File: src/rtl/mash_ctrl_pkg.sv
// mash_ctrl_pkg: shared sequencer states, ratio width, legal integer range and reset ratio
package mash_ctrl_pkg;

    localparam int RATIO_W = 20;
    localparam int INT_MIN = 3;
    localparam int INT_MAX = 11;
    localparam logic [RATIO_W-1:0] RESET_RATIO = 20'h7_0000;

    typedef enum logic [1:0] {IDLE, STEP, DWELL} state_t;

    function automatic logic [RATIO_W-1:0] clamp_ratio(input logic [RATIO_W-1:0] r);
        logic [3:0] ip;
        ip = r[RATIO_W-1 -: 4];
        if (ip < 4'(INT_MIN)) return {4'(INT_MIN), {(RATIO_W-4){1'b0}}};
        if (ip > 4'(INT_MAX)) return {4'(INT_MAX), {(RATIO_W-4){1'b0}}};
        return r;
    endfunction

endpackage

File: src/rtl/mash_ratio_stepper.sv
// mash_ratio_stepper: one ramp step from cur toward tgt, clamped so it never overshoots
module mash_ratio_stepper #(
    parameter int RATIO_W = 20,
    parameter int STEP_W  = 16
) (
    input  logic [RATIO_W-1:0] cur,
    input  logic [RATIO_W-1:0] tgt,
    input  logic [STEP_W-1:0]  step,
    output logic [RATIO_W-1:0] nxt,
    output logic               reached
);

    logic              up;
    logic [RATIO_W:0]  stp;
    logic [RATIO_W:0]  sum;

    // one extra bit catches carry-out on the way up and borrow on the way down
    always_comb begin
        up      = tgt > cur;
        stp     = (RATIO_W+1)'(step);
        sum     = up ? {1'b0, cur} + stp : {1'b0, cur} - stp;
        reached = up ? (sum >= {1'b0, tgt}) : (sum[RATIO_W] || sum <= {1'b0, tgt});
        nxt     = reached ? tgt : sum[RATIO_W-1:0];
    end

endmodule

File: src/rtl/mash_ratio_sequencer.sv
// mash_ratio_sequencer: drives the MASH divide ratio, jumping or ramping to requested targets
// Optional target range clamp at acceptance: define MASH_RATIO_CLAMP_EN
module mash_ratio_sequencer #(
    parameter int                              RATIO_W     = mash_ctrl_pkg::RATIO_W,
    parameter int                              STEP_W      = 16,
    parameter int                              DWELL_W     = 8,
    parameter logic [mash_ctrl_pkg::RATIO_W-1:0] RESET_RATIO = mash_ctrl_pkg::RESET_RATIO
) (
    input  logic               clk,
    input  logic               rst,
    input  logic               req_valid,
    output logic               req_ready,
    input  logic [RATIO_W-1:0] req_ratio,
    input  logic [STEP_W-1:0]  req_step,
    input  logic [DWELL_W-1:0] req_dwell,
    output logic [3:0]         in_i,
    output logic [RATIO_W-5:0] in_f,
    output logic               busy,
    output logic               done
);

    import mash_ctrl_pkg::*;

    state_t             state, state_n;
    logic [RATIO_W-1:0] cur, cur_n, tgt, tgt_n, req_tgt, step_nxt;
    logic [STEP_W-1:0]  step, step_n;
    logic [DWELL_W-1:0] dwell, dwell_n, cnt, cnt_n;
    logic               done_n, reached;

`ifdef MASH_RATIO_CLAMP_EN
    assign req_tgt = clamp_ratio(req_ratio);
`else
    assign req_tgt = req_ratio;
`endif

    assign in_i      = cur[RATIO_W-1 -: 4];
    assign in_f      = cur[RATIO_W-5:0];
    assign req_ready = state == IDLE;
    assign busy      = state != IDLE;

    mash_ratio_stepper #(.RATIO_W(RATIO_W), .STEP_W(STEP_W)) u_stepper (
        .cur     (cur),
        .tgt     (tgt),
        .step    (step),
        .nxt     (step_nxt),
        .reached (reached)
    );

    // state and ratio registers; reset abandons any ramp without a done pulse
    always_ff @(posedge clk) begin
        if (rst) begin
            state <= IDLE;
            cur   <= RESET_RATIO;
            tgt   <= RESET_RATIO;
            step  <= '0;
            dwell <= '0;
            cnt   <= '0;
            done  <= 1'b0;
        end else begin
            state <= state_n;
            cur   <= cur_n;
            tgt   <= tgt_n;
            step  <= step_n;
            dwell <= dwell_n;
            cnt   <= cnt_n;
            done  <= done_n;
        end
    end

    // accept, step and dwell sequencing; the stepper already clamps the final update to tgt
    always_comb begin
        state_n = state;
        cur_n   = cur;
        tgt_n   = tgt;
        step_n  = step;
        dwell_n = dwell;
        cnt_n   = cnt;
        done_n  = 1'b0;
        case (state)
            IDLE: if (req_valid) begin
                tgt_n   = req_tgt;
                step_n  = req_step;
                dwell_n = req_dwell;
                if (req_tgt == cur) done_n = 1'b1;
                else if (req_step == '0) begin
                    cur_n  = req_tgt;
                    done_n = 1'b1;
                end else state_n = STEP;
            end
            STEP: begin
                cur_n   = step_nxt;
                cnt_n   = dwell;
                done_n  = reached;
                state_n = reached ? IDLE : (dwell == '0 ? STEP : DWELL);
            end
            DWELL: begin
                cnt_n   = cnt - 1'b1;
                state_n = cnt == DWELL_W'(1) ? STEP : DWELL;
            end
            default: state_n = IDLE;
        endcase
    end

endmodule

File: config.mk
export PLATFORM = sky130hd
export DESIGN_NAME = mash_ratio_sequencer
export DESIGN_NICKNAME = d
export VERILOG_FILES = /design/src/rtl/mash_ctrl_pkg.sv /design/src/rtl/mash_ratio_stepper.sv /design/src/rtl/mash_ratio_sequencer.sv
export SDC_FILE = /design/constraint.sdc
export NUM_CORES = 1
export LEC_CHECK = 0
export BUFFER_PORTS_ARGS = -buffer_cell sky130_fd_sc_hd__clkbuf_2
export CAP_MARGIN = 25
export CORE_ASPECT_RATIO = 0.7
export CORE_UTILIZATION = 60
export CTS_CLUSTER_SIZE = 20
export DETAILED_ROUTE_END_ITERATION = 8
export PLACE_DENSITY = 0.82
export SLEW_MARGIN = 15
export SYNTH_ARGS = -nofsm -noshare
export SYNTH_HDL_FRONTEND = slang
export SYNTH_SLANG_ARGS = --single-unit
File: constraint.sdc
create_clock -name clk -period 14.5 [get_ports clk]
set_input_delay 2.9 -clock clk [delete_from_list [all_inputs] [get_ports clk]]
set_output_delay 2.9 -clock clk [all_outputs]
set_load 0.02 [all_outputs]
---- Yosys cells after proc, flatten, opt, wreduce, memory -nomap -nowiden ----
Index checks and enable logic that the tools add are counted.
storage, ports and cells
  memory bits (read-only) ................. 0
  logic and storage cells ................. 50
  memory bits (writable) .................. 0
  register bits after elaboration ......... 75
  memories kept ........................... 0
  output and inout port bits .............. 23
  latch bits .............................. 0
cells by class
  reduce and logical (&&, ||, !) cells .... 10
  div/mod/pow operators ................... 0
  bitwise gates (word level) .............. 0
  $mul .................................... 0
  order comparisons ....................... 3
  shift operators ......................... 0
  add/subtract/negate cells ............... 3
  muxes and demuxes ....................... 19
  equal/unequal tests ..................... 8
operators with widths
  cell                   count
  $mux W20               4
  $pmux W20 S2           1
  $add A20 B16 Y21       1
  $ge A21 B20 Y1         1
  $le A21 B20 Y1         1
  $mux W21               1
  $sub A20 B16 Y21       1
  $eq A20 B20 Y1         1
  $gt A20 B20 Y1         1
  $logic_not A16 Y1      1
  $pmux W8 S2            1
  $mux W2                6
  $eq A8 B1 Y1 const B   1
  $logic_not A8 Y1       1
  $sub A8 B1 Y8 const B  1
  $ne A2 B2 Y1 const B   3
  $pmux W2 S3            1
  $reduce_bool A2 Y1     3
  $mux W1                4
  $reduce_and A4 Y1      1
  $reduce_and A3 Y1      1
  $eq A2 B1 Y1 const B   1
  $eq A2 B2 Y1 const B   1
  $logic_not A2 Y1       1
  4 further kinds        4

---- Longest topological paths before layout ----
Gate-level depths: netlist (run 1).
  word-level depth ........................ 7
  gate-level depth with buffers ........... 31

---- Cells and area by module ----
From an unflattened synthesis (run 1), not the netlist that was laid out.
unflattened totals
  cell total of the unflattened synthesis .. 769
  area total of the unflattened synthesis .. 6135.9 um^2
modules (own cells, without submodules)
  module                instances  cells an instance  sequential area each (um^2)  area each (um^2)
  mash_ratio_sequencer  1          421                1501.4                       3599.7
  mash_ratio_stepper    1          348                0.0                          2536.2

---- Least setup slack after synthesis (run 1) ----
No wires, ideal clock.
  path type ............................... reg-to-reg
  start ................................... register cur[7]
  end ..................................... register cur[2]
  path slack .............................. 7.990 ns
  required time ........................... 14.441 ns
  arrival time ............................ 6.451 ns
  clock period less this slack ............ 6.510 ns
  stages on the path, launching flop included .. 31
  cell sequence ........................... dfxtp_1 -> inv_1 -> ha_1 -> a21oi_1 -> o21ai_0 -> a221o_1 -> a2111o_1 -> and2_1 -> clkbuf_1 -> nor2_1 -> a21oi_1 -> fa_1 -> a211oi_1 -> o21ai_0 -> o21ai_0 -> nor2_1 -> or3_1 -> a21oi_1 -> xnor2_1 -> ha_1 -> nand4_1 -> nor2_1 -> a221o_1 -> a211o_1 -> a21boi_0 -> a2111o_1 -> clkbuf_1 -> clkbuf_1 -> a21oi_1 -> a211oi_1 -> o31a_1
between the ends
  word-level cells in the longest chain between the ends .. 7
  elaborated cells on any way between the ends .. 13
ends and longest elaborated chain
  item                                      RTL line                    RTL
  start: declaration                        mash_ratio_sequencer.sv:25  logic [RATIO_W-1:0] cur, cur_n, tgt, tgt_n, req_tgt, step_nxt;
  start signal: assignment                  mash_ratio_sequencer.sv:61  cur <= cur_n;
  $sub A20 B16 Y21 (tied with other cells)  mash_ratio_stepper.sv:21    sum = up ? {1'b0, cur} + stp : {1'b0, cur} - stp;
  $mux W21                                  mash_ratio_stepper.sv:21
  $le A21 B20 Y1                            mash_ratio_stepper.sv:22    reached = up ? (sum >= {1'b0, tgt}) : (sum[RATIO_W] || sum <= {1'b0, tgt});
  $logic_or A1 B1 Y1                        mash_ratio_stepper.sv:22
  $mux W1                                   mash_ratio_stepper.sv:22
  $mux W20                                  mash_ratio_stepper.sv:23    nxt = reached ? tgt : sum[RATIO_W-1:0];
  $pmux W20 S2                              mash_ratio_sequencer.sv:79  case (state)
Parallel ways exist; a longest one is shown, timed or not.
A chain may end at the register's enable or synchronous reset.

---- Worst setup path in the final report (run 1) ----
  start ................................... register cur[10]
  end ..................................... register cur[17]
Same word-level chain as after synthesis.

==> results.json, run 1 <==
{
  "drt_iter0_markers": 692,
  "grt_pass1_wl_um": 28800,
  "antenna_found_initial": 0,
  "rows": 29,
  "setup_tns_ns": 0,
  "cp-start-kind": "flip-flop",
  "grtUsageTotal_pct": 36.4,
  "die_y_um": 84.9,
  "hold_end": "step[6]$_SDFFE_PP0P_",
  "die_w_um": 120,
  "grt_overflow": 0,
  "cts_made_buffers": 9,
  "gp_congestion": 1.01,
  "clock_path_buffers": 2,
  "hpwl_um": 14200,
  "r2r-end": "cur[17]$_SDFFE_PP1P_",
  "postSynthAreaPerCell_um2": 7.47,
  "postCtsSetupBuffers": 0,
  "synth_fp_nets": 904,
  "crit_path_end_kind": "flip-flop",
  "hold_path_depth": 2,
  "clock_skew_ns": 0.00684,
  "worst_slew_pin_slew_ns": 0.789,
  "dieArea_mm2": 0.0102,
  "ant_nets": 0,
  "cts_resized": 0,
  "synth_cells": 789,
  "clk_latency_ns": 0.34,
  "diodes": 0,
  "clkTransAtPathRegs_ns": 0.06,
  "worstRegToRegCells": 27,
  "hold_viol": 0,
  "required_ns": 14.73,
  "cts_sinks": 75,
  "maxSlewViolCount": 0,
  "grt_setup_unrepaired": "false",
  "drive_gt1_share_pct": 11.5,
  "grt_pass1_vias": 5569,
  "hold_buffers": 0,
  "fillers": 776,
  "r2r_start": "cur[10]$_SDFFE_PP0P_",
  "htree_levels": 3,
  "dr.pass1.iters": 6,
  "setup.worst_path.class": "reg -> reg",
  "final_net_count": 952,
  "wirelength_um": 18500,
  "area_delta_synth_final_pct": 11.8,
  "pin_count": 70,
  "grt_max_degree": 69,
  "avgViaCountPerCell": 6.43,
  "setup_viol": 0,
  "synth_edf_count": 0,
  "synthDistinctLibCells": 56,
  "hold_class": "reg -> reg",
  "cts_tree": "done",
  "max_slew_margin_pct": 47.4,
  "syn-cell-area_mm2": 0.00589,
  "fmax_ghz": 0.122,
  "hold_slack_ns": 0.468,
  "ys_warn_count": 0,
  "port_buffers": 69,
  "synth_seq_cells": 75,
  "r2r_slack_ns": 6.33,
  "maxCapViolCount": 0,
  "hold_start": "step[6]$_SDFFE_PP0P_",
  "root_buffer": "clkbuf_16",
  "synth_ff_type": "dfxtp_1",
  "status": "finished, final reports clean",
  "period_needed_ns": 8.17,
  "initial_core_util_pct": 63.4,
  "drc": 0,
  "core_mm2": 0.00929,
  "fin_crit_sh_pct": 56.3,
  "async_flop_share_pct": 0,
  "wl_per_cell_um": 19.2,
  "yosysSeqAreaShare_pct": 25.5,
  "crit_fanout": 22,
  "worstPathArrival_ns": 8.40,
  "via_count": 6213
}
[registers in the layout, indices dropped and copies added (netlist names)]
register	flops
cnt	8
cur	20
done	1
dwell	8
state	2
step	16
tgt	20
[critical path, cell delays in order (launching register included)]
cell and delay [ns]:
dfxtp_1 0.53, inv_1 0.11, ha_1 0.32, and4_1 0.21, nor4bb_1 0.40, a21boi_0 0.23, a2111o_1 0.17, and2_1 0.58
o21ai_0 0.23, xor2_1 0.39, ha_1 0.39, a21oi_1 0.17, o21ai_0 0.16, o21ai_0 0.41, nor2_1 0.13, or3_1 0.33
a21oi_1 0.18, xnor2_1 0.18, ha_1 0.30, nand4_1 0.14, nor2_1 0.07, a221o_1 0.31, a211o_1 0.27, o21ai_0 0.21
nand4b_2 0.50, nand2_2 0.46, mux2_2 0.38, a211o_1 0.29
[worst max path at each step]
stage	cells after the start	slack (ns)	startpoint	end
5_1_grt	27	6.03	cur[10]$_SDFFE_PP0P_	cur[17]$_SDFFE_PP1P_
3_5_place_dp	27	6.64	cur[10]$_SDFFE_PP0P_	cur[17]$_SDFFE_PP1P_
4_1_cts	27	6.60	cur[10]$_SDFFE_PP0P_	cur[17]$_SDFFE_PP1P_
2_1_floorplan	30	7.99	cur[7]$_SDFFE_PP0P_	cur[2]$_SDFFE_PP0P_
6_report	27	6.33	cur[10]$_SDFFE_PP0P_	cur[17]$_SDFFE_PP1P_
3_3_place_gp	27	6.91	cur[10]$_SDFFE_PP0P_	cur[17]$_SDFFE_PP1P_
[cell usage after synthesis (12+ instances only)]
| library cell | instances | share of area, % |
|---|---|---|
| inv_1 | 58 | 3.7 |
| xnor2_1 | 24 | 3.6 |
| nand2_1 | 128 | 8.2 |
| and3_1 | 14 | 1.5 |
| nand3_1 | 21 | 1.8 |
| nand4_1 | 12 | 1.3 |
| a21oi_1 | 94 | 8.0 |
| o21ai_0 | 38 | 3.2 |
| nor4_1 | 12 | 1.3 |
| nor2_1 | 42 | 2.7 |
| a211oi_1 | 18 | 2.3 |
| ha_1 | 67 | 14 |
| clkbuf_1 | 28 | 1.8 |
| xor2_1 | 24 | 3.6 |
| dfxtp_1 | 75 | 25 |
[layout by cell type, fill, tap and decap left out, types with 12 or more instances in the layout]
master    Yosys  final
nand2_1     128    128
and3_1       14     14
inv_1        58     58
a211oi_1     18     18
nand4_1      12     12
a21oi_1      94     94
clkbuf_2      0     69
nor4_1       12     12
dfxtp_1      75     75
nand3_1      21     21
nor2_1       42     42
xor2_1       24     24
xnor2_1      24     24
o21ai_0      38     38
ha_1         67     67
[per-stage QoR]
step           utilization (%)  setup WS, ns  instances  area (um^2)
6_report                  70.9          6.33        966         6590
4_1_cts                   70.9          6.60        966         6590
3_3_place_gp              67.5          6.91        950         6270
2_1_floorplan                -          7.99        789         5890
5_1_grt                   70.9          6.03        966         6590
3_5_place_dp              67.5          6.64        950         6270
[cells by family (layout without fill, tap and decap cells)]
kind of cell	after synthesis	after routing	share of synthesized area [%]
and+or+nand+nor	277	277	22.3
AOI/OAI and AO/OA	221	221	23.3
buffers and inverters	95	148	6.35
DFF	75	75	25.5
adders and majority gates	68	68	14.6
xor gates and xnor gates	48	48	7.14
muxes	5	5	0.892
[final cells by class]
cell class                      instances  area, um^2  share of cell area [%]
Multi-Input combinational cell        619        4020                    61.0
Sequential cell                        75        1500                    22.8
Timing Repair Buffer                   73         375                    5.70
Clock buffer                           10         229                    3.48
Inverter                               59         221                    3.36
Tap cell                              124         155                    2.36
Clock inverter                          6        88.8                    1.35
[per-layer routing]
layer  track usage, %  share of wire (%)
met2             53.7                 41
met1             52.2                 44
met4             8.87                1.6
met5                0                  0
met3             10.0                 13
Power of run 1 is left out: the tool's default activity adds up to more than one toggle a clock period on the data nets, which glitch-free logic cannot reach.
==> inputs of run 2 (changes only) <==
- clock period: 14.5 -> 8.3 ns (I/O delays scaled with it)
==> run 2 against run 1 <==
Worst hold slack improved by 0.0056 ns. Register-to-register slack worse by 5.8 ns. Routed wire length fell by 0.15%. Final cell count up 0.10%. First-iteration DRC count is 15% lower. Worst setup slack worse by 5.8 ns. Via count down 1.6%. Die area unchanged. Critical path depth unchanged. Utilization rose by 0.20 points. Critical endpoint unchanged.
==> results.json, run 2 (synthesized netlist as in run 1, its figures left out) <==
{
  "setup_tns_ns": 0,
  "drive_gt1_share_pct": 11.7,
  "route.layer.met1.wl_um": 8160,
  "critical_path.startpoint": "cur[10]$_SDFFE_PP0P_",
  "wl_per_cell_um": 19.1,
  "drc": 0,
  "postCtsSetupBuffers": 0,
  "clkTransAtPathRegs_ns": 0.06,
  "grt_overflow": 0,
  "die_w_um": 120,
  "route.met3.wl_um": 2430,
  "setup_viol": 0,
  "hpwl_um": 14200,
  "cts_tree": "done",
  "reg_top3": "cur x20, tgt x20, step x16",
  "hold_start": "step[6]$_SDFFE_PP0P_",
  "fillers": 795,
  "crit_fanout": 22,
  "critical_path.top_delay_family": "compound AO/OA/AOI/OAI gates",
  "crit_slowest_cell": "dfxtp_1",
  "cts_sinks": 75,
  "crit_path_end_kind": "flip-flop",
  "clock_path_buffers": 2,
  "avgViaCountPerCell": 6.32,
  "drt_iter0_markers": 585,
  "crit_buf_inv": 1,
  "grt_setup_unrepaired": "false",
  "clk_latency_ns": 0.34,
  "hold_viol": 0,
  "max_slew_margin_pct": 47.3,
  "dieArea_mm2": 0.0102,
  "slowest_delay_ns": 0.53,
  "clock_skew_ns": 0.00898,
  "top_layer_used": "met4",
  "final_cell_mix": "128 x nand2_1, 94 x a21oi_1, 75 x dfxtp_1",
  "diodes": 0,
  "ant_nets": 0,
  "worst_slew_pin_slew_ns": 0.791,
  "period_needed_ns": 7.77,
  "r2r_start": "cur[10]$_SDFFE_PP0P_",
  "wirelength_um": 18500,
  "grtUsageTotal_pct": 37.3,
  "maxCapViolCount": 0,
  "grt_pass1_wl_um": 29300,
  "via_count": 6113,
  "core_mm2": 0.00929,
  "area_delta_synth_final_pct": 12.1,
  "cpMostUsedCell": "o21ai_0",
  "wl_met2_um": 7480,
  "cts_made_buffers": 9,
  "htree_levels": 3,
  "status": "finished, final reports clean",
  "setup.worst_path.class": "reg -> reg",
  "cp-start-kind": "flip-flop",
  "antenna_found_initial": 0,
  "hold_buffers": 0,
  "worstPathArrival_ns": 8.01,
  "root_buffer": "clkbuf_16",
  "fmax_ghz": 0.129,
  "grt_pass1_vias": 5761,
  "cts_resized": 0,
  "rows": 29,
  "fin_crit_sh_pct": 93.6,
  "required_ns": 8.54,
  "final_common_cell": "nand2_1",
  "initial_core_util_pct": 63.4,
  "pin_count": 70,
  "gp_congestion": 1.02,
  "grt_max_degree": 69,
  "maxSlewViolCount": 0,
  "hold_class": "reg -> reg",
  "port_buffers": 69,
  "final_net_count": 953,
  "hold_slack_ns": 0.474,
  "die_y_um": 84.9,
  "dr.pass1.iters": 7
}
==> run 2: cell count changes in the layout (fill, tap and decap cells not counted), sizes merged <==
cell      before  now
clkinvlp       2    1
clkbuf        79   80
buf            4    5
==> run 2: final timing paths <==
kind | slack, ns | cells after the start | endpoint
min reg2reg | 0.47 | 2 | step[6]$_SDFFE_PP0P_
min | 0.47 | 2 | step[6]$_SDFFE_PP0P_
max reg2reg | 0.53 | 27 | cur[17]$_SDFFE_PP1P_
max | 0.53 | 27 | cur[17]$_SDFFE_PP1P_
==> run 2: layout make-up <==
class / count / area [um^2] / area share [%]
Multi-Input combinational cell: 619 / 4030 / 61.0
Sequential cell: 75 / 1500 / 22.7
Timing Repair Buffer: 74 / 383 / 5.80
Clock buffer: 11 / 233 / 3.52
Inverter: 59 / 221 / 3.35
Tap cell: 124 / 155 / 2.35
Clock inverter: 5 / 85.1 / 1.29
==> run 2: worst reg2reg max path, stage by stage, from the launching register on <==
cell and delay, ns:
dfxtp_1 0.53, inv_1 0.13, ha_1 0.35, and4_1 0.21, nor4bb_1 0.39, a21boi_0 0.27
a2111o_1 0.20, and2_2 0.39, o21ai_0 0.18, xor2_1 0.33, ha_1 0.38, a21oi_1 0.16
o21ai_0 0.19, o21ai_0 0.40, nor2_1 0.11, or3_1 0.31, a21oi_1 0.19, xnor2_1 0.19
ha_1 0.30, nand4_1 0.15, nor2_1 0.08, a221o_1 0.33, a211o_1 0.28, o21ai_0 0.30
nand4b_4 0.31, nand2_2 0.33, mux2_2 0.38, a211o_1 0.28
==> run 2: routing by layer <==
layer,up-vias,global-route usage [%]
met3,44,12.5
met4,0,11.3
met2,359,53.4
met5,-,0
met1,2815,52.4
li1,2895,-
==> run 2: per-stage QoR <==
step	cell area [um^2]	utilization, %	worst slack [ns]	instances
2_1_floorplan	5890	-	1.79	789
3_3_place_gp	6280	67.6	0.698	951
3_5_place_dp	6280	67.6	0.381	951
4_1_cts	6590	71.0	0.324	967
5_1_grt	6610	71.1	0.156	967
6_report	6610	71.1	0.529	967
Power of run 2 is left out for the same reason.
==> inputs of run 3 (changes only) <==
- CTS_BUF_LIST: default -> sky130_fd_sc_hd__clkbuf_2 sky130_fd_sc_hd__clkbuf_4 sky130_fd_sc_hd__clkbuf_8
==> run 3 against run 2 <==
Routed wire length down 0.59%. Critical path depth unchanged. Count of clock-buffer cells in the layout unchanged. Worst setup slack about the same. Die area unchanged. Final area down 1.4%.
==> results.json, run 3 (synthesized netlist as in run 1, its figures left out) <==
{
  "rows": 29,
  "die_y_um": 84.9,
  "grt_pass1_vias": 5699,
  "maxSlewViolCount": 0,
  "wl_per_cell_um": 19.0,
  "r2r_slack_ns": 0.53,
  "final_common_cell": "nand2_1",
  "required_ns": 8.56,
  "fmax_ghz": 0.129,
  "period_needed_ns": 7.77,
  "use_met2_pct": 53.0,
  "die_w_um": 120,
  "clock_skew_ns": 0.00991,
  "pin_count": 70,
  "dieArea_mm2": 0.0102,
  "use_met3_pct": 10.7,
  "clk_latency_ns": 0.37,
  "wirelength_um": 18400,
  "grt_pass1_wl_um": 29000,
  "core_mm2": 0.00929,
  "diodes": 0,
  "initial_core_util_pct": 63.4,
  "crit_path_end_kind": "flip-flop",
  "cts_tree": "done",
  "cp-start-kind": "flip-flop",
  "hold_end": "dwell[4]$_SDFFE_PP0P_",
  "grt_setup_unrepaired": "false",
  "setup_tns_ns": 0,
  "crit_slowest_cell": "dfxtp_1",
  "grt_overflow": 0,
  "hold_path_depth": 2,
  "fin_crit_sh_pct": 93.6,
  "fillers": 812,
  "cts_made_buffers": 9,
  "hpwl_um": 14200,
  "grtUsageTotal_pct": 36.7,
  "root_buffer": "clkbuf_8",
  "drive_gt1_share_pct": 12.0,
  "clkTransAtPathRegs_ns": 0.09,
  "clock_path_buffers": 2,
  "cpMostUsedCell": "o21ai_0",
  "final_net_count": 953,
  "drc": 0,
  "worstPathArrival_ns": 8.04,
  "hold_start": "dwell[4]$_SDFFE_PP0P_",
  "area_delta_synth_final_pct": 10.5,
  "reg_top3": "cur x20, tgt x20, step x16",
  "gp_congestion": 1.02,
  "antenna_found_initial": 0,
  "setup_viol": 0,
  "max_slew_margin_pct": 47.2,
  "dr.pass1.iters": 6,
  "r2r_start": "cur[10]$_SDFFE_PP0P_",
  "cts_sinks": 75,
  "htree_levels": 3,
  "ant_nets": 0,
  "avgViaCountPerCell": 6.34,
  "postCtsSetupBuffers": 0,
  "final_cell_mix": "128 x nand2_1, 94 x a21oi_1, 75 x dfxtp_1",
  "slowest_delay_ns": 0.55,
  "hold_viol": 0,
  "grt_most_used_layer": "met1",
  "worst_slew_pin_slew_ns": 0.791,
  "drt_iter0_markers": 686,
  "worstRegToRegCells": 27,
  "via_count": 6127,
  "port_buffers": 69,
  "hold_class": "reg -> reg",
  "grt_max_degree": 69,
  "crit_fanout": 22,
  "groute.layer.met1.usage_pct": 53.0,
  "maxCapViolCount": 0,
  "r2r-end": "cur[17]$_SDFFE_PP1P_",
  "setup.worst_path.class": "reg -> reg",
  "status": "finished, final reports clean"
}
[run 3: cell counts in the layout (fill, tap and decap cells not counted)]
No cell type changed its count.
[run 3: per-layer routing]
layer,up-vias,part of all wire (%)
met5,-,0
met4,0,1.7
met3,27,13
met2,349,41
met1,2854,45
li1,2897,-
[run 3: cell type report]
cell class                      instances  area (um^2)  area share [%]
Clock inverter                          5         85.1            1.31
Multi-Input combinational cell        619         4030            61.8
Clock buffer                           11          139            2.13
Inverter                               59          221            3.40
Tap cell                              124          155            2.38
Sequential cell                        75         1500            23.1
Timing Repair Buffer                   74          383            5.88
[run 3: repair_timing]
item / in CTS / in global routing
hold buffers: 0 / 0
setup endpoints to repair: 0 / 22
gates resized for setup: 0 / 3
[run 3: critical path, delay by kind of cell (launching register included)]
kind,cells,cell delay [ns]
buf+inv,1,0.13
xor+xnor,2,0.51
flops,1,0.55
mux,1,0.38
simple gates,9,2.29
compound gates,11,2.78
fa+ha+maj,3,1.01
[run 3: how the worst max path moves through the flow]
stage / cells after the start / startpoint / endpoint
3_3_place_gp: 27 / cur[10]$_SDFFE_PP0P_ / cur[17]$_SDFFE_PP1P_
4_1_cts: 27 / cur[10]$_SDFFE_PP0P_ / cur[17]$_SDFFE_PP1P_
3_5_place_dp: 27 / cur[10]$_SDFFE_PP0P_ / cur[17]$_SDFFE_PP1P_
5_1_grt: 26 / cur[10]$_SDFFE_PP0P_ / cur[17]$_SDFFE_PP1P_
2_1_floorplan: 30 / cur[7]$_SDFFE_PP0P_ / cur[2]$_SDFFE_PP0P_
6_report: 27 / cur[10]$_SDFFE_PP0P_ / cur[17]$_SDFFE_PP1P_
[run 3: per-stage QoR]
stage               instances  cell area (um^2)  utilization [%]  worst slack (ns)  hold slack (ns)
floorplan                 789              5890                -              1.79            0.436
global placement          951              6280             67.6             0.698            0.449
detailed placement        951              6280             67.6             0.381            0.466
CTS                       967              6500             70.0             0.321            0.479
global route              967              6510             70.1             0.157            0.494
finish                    967              6510             70.1             0.529            0.479
Power of run 3 is left out for the same reason.
